==> config.mk <==
export PLATFORM = sky130hd
export DESIGN_NAME = lsu_mem_ctrl_flat
export DESIGN_NICKNAME = d
export VERILOG_FILES = /design/src/rtl/lsu_mem_if.sv /design/src/rtl/lsu_mem_ctrl.sv /design/src/flat_wrapper.sv
export SDC_FILE = /design/constraint.sdc
export NUM_CORES = 1
export LEC_CHECK = 0
export BUFFER_PORTS_ARGS = -buffer_cell sky130_fd_sc_hd__buf_4
export CAP_MARGIN = 30
export CORE_MARGIN = 2
export CORE_UTILIZATION = 40
export DETAILED_ROUTE_END_ITERATION = 7
export GPL_ROUTABILITY_DRIVEN = 1
export PLACE_DENSITY = 0.67
export SYNTH_ARGS = -nofsm -noshare
export SYNTH_HDL_FRONTEND = slang
export SYNTH_SLANG_ARGS = --single-unit
export TNS_END_PERCENT = 100
==> constraint.sdc <==
create_clock -name clk -period 5.7 [get_ports clk]
set_input_delay 0 -clock clk [delete_from_list [all_inputs] [get_ports clk]]
set_output_delay 0 -clock clk [all_outputs]
set_load 0.02 [all_outputs]
==> src/rtl/lsu_mem_if.sv <==
// Core-side request/response and SRAM-side bus of the load/store unit.
// The master drives requests and returns SRAM read data; the slave is the LSU.
interface lsu_mem_if #(
  parameter int ADDR_W = 10,
  parameter int XLEN   = 64
);
  logic              req_valid;
  logic              req_ready;
  logic              req_we;
  logic [2:0]        req_funct3;
  logic [XLEN-1:0]   req_addr;
  logic [XLEN-1:0]   req_wdata;
  logic              resp_valid;
  logic [XLEN-1:0]   resp_rdata;
  logic              resp_err;
  logic              mem_en;
  logic              mem_we;
  logic [3:0]        mem_be;
  logic [ADDR_W-1:0] mem_addr;
  logic [31:0]       mem_wdata;
  logic [31:0]       mem_rdata;

  modport master (
    output req_valid, req_we, req_funct3, req_addr, req_wdata, mem_rdata,
    input  req_ready, resp_valid, resp_rdata, resp_err,
    input  mem_en, mem_we, mem_be, mem_addr, mem_wdata
  );

  modport slave (
    input  req_valid, req_we, req_funct3, req_addr, req_wdata, mem_rdata,
    output req_ready, resp_valid, resp_rdata, resp_err,
    output mem_en, mem_we, mem_be, mem_addr, mem_wdata
  );
endinterface

==> src/rtl/lsu_mem_ctrl.sv <==
// RV64 load/store unit in front of a 32-bit synchronous SRAM: size decode, lane
// steering, extension, doubleword split into two beats, and fault detection.
module lsu_mem_ctrl #(
  parameter int ADDR_W = 10,
  parameter int XLEN   = 64
) (
  input logic      clk,
  input logic      rst,
  lsu_mem_if.slave bus
);

  typedef enum logic [2:0] {
    S_IDLE = 3'd0,
    S_ACC0 = 3'd1,
    S_ACC1 = 3'd2,
    S_CAP  = 3'd3,
    S_RESP = 3'd4
  } state_t;

  state_t            r_state;
  logic              r_we;
  logic [2:0]        r_f3;
  logic [1:0]        r_off;
  logic [ADDR_W-1:0] r_widx;
  logic [31:0]       r_whi;
  logic [31:0]       r_lo;
  logic              r_mem_en;
  logic              r_mem_we;
  logic [3:0]        r_mem_be;
  logic [ADDR_W-1:0] r_mem_addr;
  logic [31:0]       r_mem_wdata;
  logic              r_resp_valid;
  logic              r_resp_err;
  logic [XLEN-1:0]   r_resp_rdata;

  logic              w_accept;
  logic              w_illegal;
  logic              w_misal;
  logic              w_oor;
  logic              w_err;
  logic [3:0]        w_be;
  logic [31:0]       w_wdata;

  // Shift the addressed lane down and extend according to the load size/sign code.
  function automatic logic [XLEN-1:0] f_extract(input logic [31:0] word,
                                                input logic [1:0]  off,
                                                input logic [2:0]  f3);
    logic [31:0] lane;
    lane = word >> {off, 3'b000};
    case (f3)
      3'd0:    f_extract = {{(XLEN-8){lane[7]}}, lane[7:0]};
      3'd1:    f_extract = {{(XLEN-16){lane[15]}}, lane[15:0]};
      3'd2:    f_extract = {{(XLEN-32){lane[31]}}, lane[31:0]};
      3'd4:    f_extract = {{(XLEN-8){1'b0}}, lane[7:0]};
      3'd5:    f_extract = {{(XLEN-16){1'b0}}, lane[15:0]};
      3'd6:    f_extract = {{(XLEN-32){1'b0}}, lane[31:0]};
      default: f_extract = {XLEN{1'b0}};
    endcase
  endfunction

  assign bus.req_ready  = (r_state == S_IDLE) && !rst;
  assign w_accept       = bus.req_valid && (r_state == S_IDLE);
  assign w_illegal      = bus.req_we ? bus.req_funct3[2] : (bus.req_funct3 == 3'd7);
  assign w_oor          = |bus.req_addr[XLEN-1:ADDR_W+2];
  assign w_err          = w_illegal || w_misal || w_oor;

  // Request decode: alignment check plus first-beat store lane steering.
  always_comb begin
    w_misal = 1'b0;
    w_be    = 4'h0;
    w_wdata = 32'h0;
    case (bus.req_funct3[1:0])
      2'd0: begin
        w_be    = 4'b0001 << bus.req_addr[1:0];
        w_wdata = {4{bus.req_wdata[7:0]}};
      end
      2'd1: begin
        w_misal = bus.req_addr[0];
        w_be    = 4'b0011 << bus.req_addr[1:0];
        w_wdata = {2{bus.req_wdata[15:0]}};
      end
      2'd2: begin
        w_misal = |bus.req_addr[1:0];
        w_be    = 4'hF;
        w_wdata = bus.req_wdata[31:0];
      end
      default: begin
        w_misal = |bus.req_addr[2:0];
        w_be    = 4'hF;
        w_wdata = bus.req_wdata[31:0];
      end
    endcase
  end

  // Sequencer: latches the request, issues SRAM beats and produces the response pulse.
  always_ff @(posedge clk or posedge rst) begin
    if (rst) begin
      r_state      <= S_IDLE;
      r_we         <= 1'b0;
      r_f3         <= 3'd0;
      r_off        <= 2'd0;
      r_widx       <= {ADDR_W{1'b0}};
      r_whi        <= 32'h0;
      r_lo         <= 32'h0;
      r_mem_en     <= 1'b0;
      r_mem_we     <= 1'b0;
      r_mem_be     <= 4'h0;
      r_mem_addr   <= {ADDR_W{1'b0}};
      r_mem_wdata  <= 32'h0;
      r_resp_valid <= 1'b0;
      r_resp_err   <= 1'b0;
      r_resp_rdata <= {XLEN{1'b0}};
    end else begin
      r_mem_en     <= 1'b0;
      r_mem_we     <= 1'b0;
      r_mem_be     <= 4'h0;
      r_mem_addr   <= {ADDR_W{1'b0}};
      r_mem_wdata  <= 32'h0;
      r_resp_valid <= 1'b0;
      case (r_state)
        S_IDLE: begin
          if (w_accept) begin
            r_we   <= bus.req_we;
            r_f3   <= bus.req_funct3;
            r_off  <= bus.req_addr[1:0];
            r_widx <= bus.req_addr[ADDR_W+1:2];
            r_whi  <= bus.req_wdata[63:32];
            if (w_err) begin
              r_state      <= S_RESP;
              r_resp_valid <= 1'b1;
              r_resp_err   <= 1'b1;
              r_resp_rdata <= {XLEN{1'b0}};
            end else begin
              r_state    <= S_ACC0;
              r_mem_en   <= 1'b1;
              r_mem_we   <= bus.req_we;
              r_mem_addr <= bus.req_addr[ADDR_W+1:2];
              r_mem_be   <= bus.req_we ? w_be : 4'h0;
              r_mem_wdata <= bus.req_we ? w_wdata : 32'h0;
            end
          end else begin
            r_state <= S_IDLE;
          end
        end
        S_ACC0: begin
          if (r_f3[1:0] == 2'd3) begin
            r_state     <= S_ACC1;
            r_mem_en    <= 1'b1;
            r_mem_we    <= r_we;
            r_mem_addr  <= r_widx + {{(ADDR_W-1){1'b0}}, 1'b1};
            r_mem_be    <= r_we ? 4'hF : 4'h0;
            r_mem_wdata <= r_we ? r_whi : 32'h0;
          end else if (r_we) begin
            r_state      <= S_RESP;
            r_resp_valid <= 1'b1;
            r_resp_err   <= 1'b0;
            r_resp_rdata <= {XLEN{1'b0}};
          end else begin
            r_state <= S_CAP;
          end
        end
        S_ACC1: begin
          if (r_we) begin
            r_state      <= S_RESP;
            r_resp_valid <= 1'b1;
            r_resp_err   <= 1'b0;
            r_resp_rdata <= {XLEN{1'b0}};
          end else begin
            r_lo    <= bus.mem_rdata;
            r_state <= S_CAP;
          end
        end
        S_CAP: begin
          r_state      <= S_RESP;
          r_resp_valid <= 1'b1;
          r_resp_err   <= 1'b0;
          r_resp_rdata <= (r_f3 == 3'd3) ? {bus.mem_rdata, r_lo}
                                         : f_extract(bus.mem_rdata, r_off, r_f3);
        end
        S_RESP:  r_state <= S_IDLE;
        default: r_state <= S_IDLE;
      endcase
    end
  end

  assign bus.mem_en     = r_mem_en;
  assign bus.mem_we     = r_mem_we;
  assign bus.mem_be     = r_mem_be;
  assign bus.mem_addr   = r_mem_addr;
  assign bus.mem_wdata  = r_mem_wdata;
  assign bus.resp_valid = r_resp_valid;
  assign bus.resp_err   = r_resp_err;
  assign bus.resp_rdata = r_resp_rdata;

endmodule

==> src/flat_wrapper.sv <==
// flat-port wrapper written by rule: the top's interface ports become plain ports
module lsu_mem_ctrl_flat 
#(
  parameter int ADDR_W = 10,
  parameter int XLEN   = 64
)
  (clk, rst, bus_req_valid, bus_req_we, bus_req_funct3, bus_req_addr, bus_req_wdata, bus_mem_rdata, bus_req_ready, bus_resp_valid, bus_resp_rdata, bus_resp_err, bus_mem_en, bus_mem_we, bus_mem_be, bus_mem_addr, bus_mem_wdata);
  lsu_mem_if #(.ADDR_W(ADDR_W), .XLEN(XLEN)) bus_i ();
  input logic clk;
  input logic rst;
  input wire logic [$bits(bus_i.req_valid)-1:0] bus_req_valid;
  input wire logic [$bits(bus_i.req_we)-1:0] bus_req_we;
  input wire logic [$bits(bus_i.req_funct3)-1:0] bus_req_funct3;
  input wire logic [$bits(bus_i.req_addr)-1:0] bus_req_addr;
  input wire logic [$bits(bus_i.req_wdata)-1:0] bus_req_wdata;
  input wire logic [$bits(bus_i.mem_rdata)-1:0] bus_mem_rdata;
  output wire logic [$bits(bus_i.req_ready)-1:0] bus_req_ready;
  output wire logic [$bits(bus_i.resp_valid)-1:0] bus_resp_valid;
  output wire logic [$bits(bus_i.resp_rdata)-1:0] bus_resp_rdata;
  output wire logic [$bits(bus_i.resp_err)-1:0] bus_resp_err;
  output wire logic [$bits(bus_i.mem_en)-1:0] bus_mem_en;
  output wire logic [$bits(bus_i.mem_we)-1:0] bus_mem_we;
  output wire logic [$bits(bus_i.mem_be)-1:0] bus_mem_be;
  output wire logic [$bits(bus_i.mem_addr)-1:0] bus_mem_addr;
  output wire logic [$bits(bus_i.mem_wdata)-1:0] bus_mem_wdata;
  assign bus_i.req_valid = bus_req_valid;
  assign bus_i.req_we = bus_req_we;
  assign bus_i.req_funct3 = bus_req_funct3;
  assign bus_i.req_addr = bus_req_addr;
  assign bus_i.req_wdata = bus_req_wdata;
  assign bus_i.mem_rdata = bus_mem_rdata;
  assign bus_req_ready = bus_i.req_ready;
  assign bus_resp_valid = bus_i.resp_valid;
  assign bus_resp_rdata = bus_i.resp_rdata;
  assign bus_resp_err = bus_i.resp_err;
  assign bus_mem_en = bus_i.mem_en;
  assign bus_mem_we = bus_i.mem_we;
  assign bus_mem_be = bus_i.mem_be;
  assign bus_mem_addr = bus_i.mem_addr;
  assign bus_mem_wdata = bus_i.mem_wdata;
  lsu_mem_ctrl #(.ADDR_W(ADDR_W), .XLEN(XLEN)) u_core (.clk(clk), .rst(rst), .bus(bus_i));
endmodule
## Yosys cells after proc, flatten, opt, wreduce, memory -nomap -nowiden

Index checks and enable logic that the tools add are counted.
W data, S select, Z words.

- Register bits: 197
- Bits in latches: 0
- Memory bits (writable): 0
- ROM bits: 0
- Bits of input ports: 167
- Output and inout bits: 115
- Memories kept: 0

- Add/sub/neg operators: 1
- Multiply operators: 0
- Div/mod/pow operators: 0
- Order comparisons: 0
- Equality and inequality tests: 16
- Shift-type cells: 3
- Muxes and demuxes: 50
- Bitwise gates (word level): 1
- Reductions and logical operators: 15

Operators with widths:

| cell | count |
|---|---|
| $pmux W64 S6 | 1 |
| $mux W64 | 5 |
| $pmux W64 S4 | 1 |
| $mux W32 | 5 |
| $pmux W32 S2 | 2 |
| $reduce_or A52 Y1 | 1 |
| $shr A32 B5 Y32 | 1 |
| $mux W10 | 3 |
| $mux W4 | 5 |
| $pmux W10 S2 | 1 |
| $pmux W4 S2 | 2 |
| $mux W1 | 15 |
| $eq A3 B2 Y1 const B | 4 |
| $eq A3 B3 Y1 const B | 4 |
| $mux W3 | 4 |
| $pmux W3 S4 | 1 |
| $add A10 B1 Y10 const B | 1 |
| $pmux W1 S4 | 2 |
| $eq A3 B1 Y1 const B | 2 |
| $logic_not A3 Y1 | 2 |
| $eq A2 B2 Y1 const B | 2 |
| $ne A2 B1 Y1 const B | 2 |
| $pmux W1 S2 | 2 |
| $reduce_and A2 Y1 | 2 |
| 14 further kinds | 16 |

## Logic depth before layout (Yosys ltp)

- Depth after elaboration: 7
- Gate-level depth with buffers: 8
- Gate-level depth less buffers: 5

## Worst setup path after synthesis

Ideal clock, no wire load.

- Kind: reg2reg
- From: reg u_core.r_f3[1]
- To: reg u_core.r_resp_rdata[0], in the netlist u_core.bus.resp_rdata[0]
- Arrival time: 1.644 ns
- Data required time: 5.564 ns
- Setup slack: 3.920 ns
- Stages on the path, launching flop included: 9
- Buffers on the path: 3
- Period minus slack after synthesis: 1.780 ns
- Cell sequence: dfrtp_1 -> buf_6 -> a21bo_1 -> a221oi_2 -> o21ai_1 -> a31o_2 -> buf_6 -> buf_6 -> o2bb2ai_2

- Word-level cells in the longest chain between the ends: 4
- Elaborated cells between the ends (all ways): 13

Ends and longest elaborated chain:

| element | RTL line | RTL |
|---|---|---|
| start, declared | lsu_mem_ctrl.sv:22 | `logic [2:0] r_f3;` |
| start signal, assigned | lsu_mem_ctrl.sv:124 | `r_f3 <= bus.req_funct3;` |
| $eq A3 B3 Y1, or another cell as far along | lsu_mem_ctrl.sv:50 | `case (f3)` |
| $pmux W64 S6 | lsu_mem_ctrl.sv:50 |  |
| $mux W64 | lsu_mem_ctrl.sv:177 | `r_resp_rdata <= (r_f3 == 3'd3) ? {bus.mem_rdata, r_lo}` |
| $pmux W64 S4 | lsu_mem_ctrl.sv:120 | `case (r_state)` |
| end signal, assigned | lsu_mem_ctrl.sv:112 | `r_resp_rdata <= {XLEN{1'b0}};` |
| end signal, assigned | lsu_mem_ctrl.sv:132 | `r_resp_rdata <= {XLEN{1'b0}};` |
| end signal, assigned | lsu_mem_ctrl.sv:177 |  |
| end, declared | lsu_mem_ctrl.sv:34 | `logic [XLEN-1:0] r_resp_rdata;` |

Several ways; a longest one is shown, not always the timed one.
A chain may end at the register's enable or synchronous reset.

==> flow_results.xml <==
<?xml version="1.0" encoding="UTF-8"?>
<metrics>
  <group name="run_status">
    <metric name="outcome" unit="">completed</metric>
  </group>
  <group name="finish">
    <metric name="antenna-diode-count" unit="">0</metric>
    <metric name="num-fill-cells" unit="">1886</metric>
    <metric name="finalNetCount" unit="">1368</metric>
    <metric name="multi_input_area" unit="um2">3921</metric>
    <metric name="design_area" unit="um2">13190</metric>
    <metric name="seqCellArea" unit="um2">4905</metric>
    <metric name="layout-drive-gt1-share" unit="%">34.79</metric>
    <metric name="area.growth.synth_to_final" unit="%">43.75</metric>
  </group>
  <group name="grt">
    <metric name="globalRouteMet1Util" unit="%">30.32</metric>
    <metric name="grt_antenna_before_repair" unit="">0</metric>
    <metric name="first_global_vias" unit="">8216</metric>
    <metric name="groute.layer.met2.usage" unit="%">39.76</metric>
    <metric name="grt_start_max_net_pins" unit="">133</metric>
    <metric name="track_usage" unit="%">23.96</metric>
    <metric name="globalRouteOverflowTotal" unit="">0</metric>
    <metric name="globalRouteMet3Util" unit="%">4.958</metric>
    <metric name="grt_pass1_wl" unit="mm">44.73</metric>
    <metric name="global_route.peak_usage_layer" unit="">met2</metric>
  </group>
  <group name="yosys">
    <metric name="async_flop_share" unit="%">100.0</metric>
    <metric name="synth_seq_area_share" unit="%">53.47</metric>
    <metric name="syn-cell-area" unit="um2">9173</metric>
    <metric name="synth_seq_cells" unit="">196</metric>
    <metric name="syn_area_per_cell" unit="um2">11.01</metric>
    <metric name="yosys.cell_types.count" unit="">54</metric>
    <metric name="ranking_of_synthesized_cells_by_instance_count" unit="">dfrtp_1 (196), nand2_1 (182), nor2_1 (56)</metric>
    <metric name="synth_flop_cell" unit="">dfrtp_1</metric>
    <metric name="synth.largest_area_cell" unit="">dfrtp_1</metric>
    <metric name="netlist.area_leader.share" unit="%">53.47</metric>
    <metric name="yosys.cell_count.top_type" unit="">dfrtp_1</metric>
    <metric name="synth_enable_flop_cells" unit="">0</metric>
    <metric name="syn-instance-count" unit="">833</metric>
    <metric name="yosys_warnings" unit="">0</metric>
    <metric name="synth.top_cells.by_area" unit="">dfrtp_1 (53%), o2bb2ai_2 (8.0%), nand2_1 (7.4%), mux2i_1 (5.1%), mux2_2 (4.2%)</metric>
    <metric name="postSynthNetCount" unit="">1001</metric>
  </group>
  <group name="sta">
    <metric name="hold_viol_final" unit="">0</metric>
    <metric name="setup_tns" unit="ns">0</metric>
    <metric name="finalWorstPathRequiredPeriod" unit="ns">2.713</metric>
    <metric name="setup_viol" unit="">0</metric>
    <metric name="upper_clock_frequency_limit" unit="MHz">368.5</metric>
    <metric name="rsz0062_at_grt" unit="">false</metric>
    <metric name="slew_headroom" unit="%">33.21</metric>
    <metric name="min_period_over_period" unit="%">47.60</metric>
    <metric name="post-route-worst-setup-slack" unit="ns">2.987</metric>
    <metric name="tightest_slew" unit="ns">1.002</metric>
    <metric name="clock-skew-final" unit="ns">0.01719</metric>
    <metric name="fin_worst_hold_slack" unit="ns">0.09672</metric>
    <metric name="maxSlewViolCount" unit="">0</metric>
  </group>
  <group name="routing">
    <metric name="drc_markers" unit="">0</metric>
    <metric name="drtPass1Iterations" unit="">5</metric>
    <metric name="drt_iter0_drc" unit="">454</metric>
    <metric name="wirelength" unit="mm">28.95</metric>
    <metric name="via_count" unit="">7983</metric>
    <metric name="viasPerCell" unit="">5.329</metric>
    <metric name="detail_route.wl_per_cell" unit="um">19.32</metric>
    <metric name="antenna_violating_nets_post_route" unit="">0</metric>
  </group>
  <group name="hold_path">
    <metric name="min-delay-path-class" unit="">in2reg</metric>
  </group>
  <group name="worst_setup_path">
    <metric name="max_stage_delay" unit="ns">0.71</metric>
    <metric name="critical_path.reg2reg.startpoint" unit="">u_core.bus.resp_valid</metric>
    <metric name="cp_common_cell" unit="">buf_4</metric>
    <metric name="timing.setup.critical_path_class" unit="">reg2reg</metric>
    <metric name="reg2reg_depth" unit="">6</metric>
    <metric name="timing.critical_path.required" unit="ns">6.06</metric>
    <metric name="cell_class_contributing_the_biggest_share_of_worst_path_delay" unit="">simple AND/OR/NAND/NOR gates</metric>
    <metric name="worstPathMaxFanout" unit="">34</metric>
    <metric name="setup.reg_to_reg.worst_slack" unit="ns">2.99</metric>
    <metric name="worstReg2RegEnd" unit="">u_core.bus.mem_wdata[21]</metric>
    <metric name="crit_chain" unit="">nor3_1 &gt; and2_2 &gt; buf_4 &gt; nand4_1 &gt; buf_4 &gt; o21ai_0</metric>
    <metric name="endpoint" unit="">u_core.bus.mem_wdata[21]</metric>
    <metric name="cp-start-kind" unit="">register</metric>
    <metric name="crit_arrival" unit="ns">3.07</metric>
    <metric name="crit_path_end_kind" unit="">register</metric>
    <metric name="timing.critical_path.slowest_stage_cell" unit="">and2_2</metric>
    <metric name="critical_path_cell_count" unit="">6</metric>
    <metric name="crit_path_start" unit="">u_core.bus.resp_valid</metric>
    <metric name="critical_path_buf_inv_count" unit="">2</metric>
  </group>
  <group name="clocking">
    <metric name="ctsResizeCount" unit="">0</metric>
    <metric name="clock_tree.root_cell" unit="">clkbuf_16</metric>
    <metric name="cts_tree" unit="">done</metric>
    <metric name="ctsHtreeMaxLevel" unit="">4</metric>
    <metric name="tritoncts_num_sinks" unit="">196</metric>
    <metric name="cts.reportedPaths.clkPinSlew" unit="ns">0.08</metric>
    <metric name="clk_path_buf_depth" unit="">2</metric>
    <metric name="worstSkewPairLatency" unit="ns">0.44</metric>
    <metric name="post_cts.repair.setup_buffers" unit="">0</metric>
    <metric name="cts_inserted_buffers" unit="">17</metric>
    <metric name="postCtsHoldBufs" unit="">117</metric>
  </group>
  <group name="die">
    <metric name="die_width" unit="um">155.4</metric>
    <metric name="core_area" unit="um2">22570</metric>
    <metric name="pin_count" unit="">282</metric>
    <metric name="floorplan.die_area" unit="um2">24160</metric>
    <metric name="placementRows" unit="">55</metric>
    <metric name="die_h" unit="um">155.4</metric>
    <metric name="initial_utilization" unit="%">40.64</metric>
  </group>
  <group name="run">
    <metric name="maxCapViolCount" unit="">0</metric>
  </group>
  <group name="place">
    <metric name="globalplace.congestion" unit="">0.8453</metric>
    <metric name="buffer_ports.inserted" unit="">281</metric>
    <metric name="hpwlAfterDp" unit="mm">19.26</metric>
    <metric name="dpl_worst_slack" unit="ns">3.012</metric>
    <metric name="post_dp_cell_area" unit="um2">11410</metric>
  </group>
  <group name="power_and_ir_drop">
    <metric name="total_leakage_power" unit="nW">6.431</metric>
    <metric name="irDropWorstVdd" unit="mV">0.1944</metric>
    <metric name="power.density" unit="nW/um2">324.0</metric>
  </group>
</metrics>
[how the worst min path moves through the flow]
| stage | startpoint | endpoint | slack [ns] | cells after the start |
|---|---|---|---|---|
| final | bus_req_valid | u_core.r_widx[4] | 0.1 | 4 |
| after global routing | bus_req_valid | u_core.r_widx[0] | 0.12 | 4 |
| after CTS | bus_req_valid | u_core.r_widx[4] | 0.09 | 4 |
| after detailed placement | bus_req_wdata[32] | u_core.r_whi[0] | 0.19 | 3 |
| after global placement | bus_req_wdata[32] | u_core.r_whi[0] | 0.19 | 3 |
| after floorplan | rst | bus_req_ready | 0.08 | 1 |
[worst reg2reg max path, delay by kind of cell (launching register included)]
kind                   cells  cell delay [ns]
AND/OR/NAND/NOR            3             1.22
buffers and inverters      2             0.68
flip-flops                 1             0.50
AO/OA/AOI/OAI              1             0.24
[registers in the layout (all words and copies together), names as in the netlist, 2 cells and up]
signal and count:
u_core.r_state 2, u_core.bus.mem_wdata 32, u_core.r_whi 32, u_core.r_f3 3, u_core.bus.resp_rdata 64, u_core.r_off 2, u_core.bus.mem_be 4, u_core.r_widx 10
u_core.bus.mem_addr 10, u_core.r_lo 32
[cell type report]
class	count	area share, %
sequential	196	37.20
tap	285	2.705
clock inverter	14	1.253
inverter	6	0.2277
multi-input combinational	571	29.74
clock buffer	18	3.331
timing repair buffer	408	25.55
[cells in the final DEF, fill, tap and decap left out, drive strengths merged, types with 2 or more instances in the layout]
cell         instances
buf                291
dfrtp              196
nand2              183
dlygate4sd3        117
o2bb2ai             64
nor2                57
mux2i               47
o21ai               41
mux2                34
a21oi               21
a221oi              18
clkbuf              18
o22ai               17
nor4                14
inv                 12
nor2b               11
a22o                 8
a211oi               8
clkinv               7
nand4                6
xnor2                5
xor2                 4
nor3b                4
nand3                3
or2                  3
and2b                2
o32ai                2
nand2b               2
and4                 2
[through the flow]
stage          util [%]  cells  power (mW)
3_3_place_gp      50.46   1348       2.961
2_1_floorplan         -    833       2.667
6_report          58.41   1498       4.272
3_5_place_dp      50.55   1349       2.993
4_1_cts           58.41   1498       4.294
5_1_grt           58.41   1498       4.514
[power breakdown]
group	switching (mW)	internal (mW)	total (mW)	leakage [nW]
clock network	0.588	0.639	1.23	0.298
registers	0.182	1.57	1.75	2.66
logic	0.788	0.509	1.30	3.48
[layer usage]
metal	vias up	share of wire (%)
met1	3899	41
met4	0	3.5
li1	3689	-
met5	-	0
met2	330	49
met3	65	6.0
[cells by family (layout without fill, tap and decap cells)]
| group | count (synthesis) | count (layout) | synth area share (%) |
|---|---|---|---|
| XOR/XNOR | 9 | 9 | 0.8593 |
| adder cells (fa/ha/maj) | 1 | 1 | 0.1364 |
| AO/OA/AOI/OAI | 186 | 186 | 18.21 |
| multiplexers | 81 | 81 | 9.303 |
| AND/OR/NAND/NOR | 294 | 294 | 14.01 |
| buffers and inverters | 66 | 446 | 4.010 |
| flip-flops | 196 | 196 | 53.47 |
No activity file was read; power rests on OpenSTA's default activity.
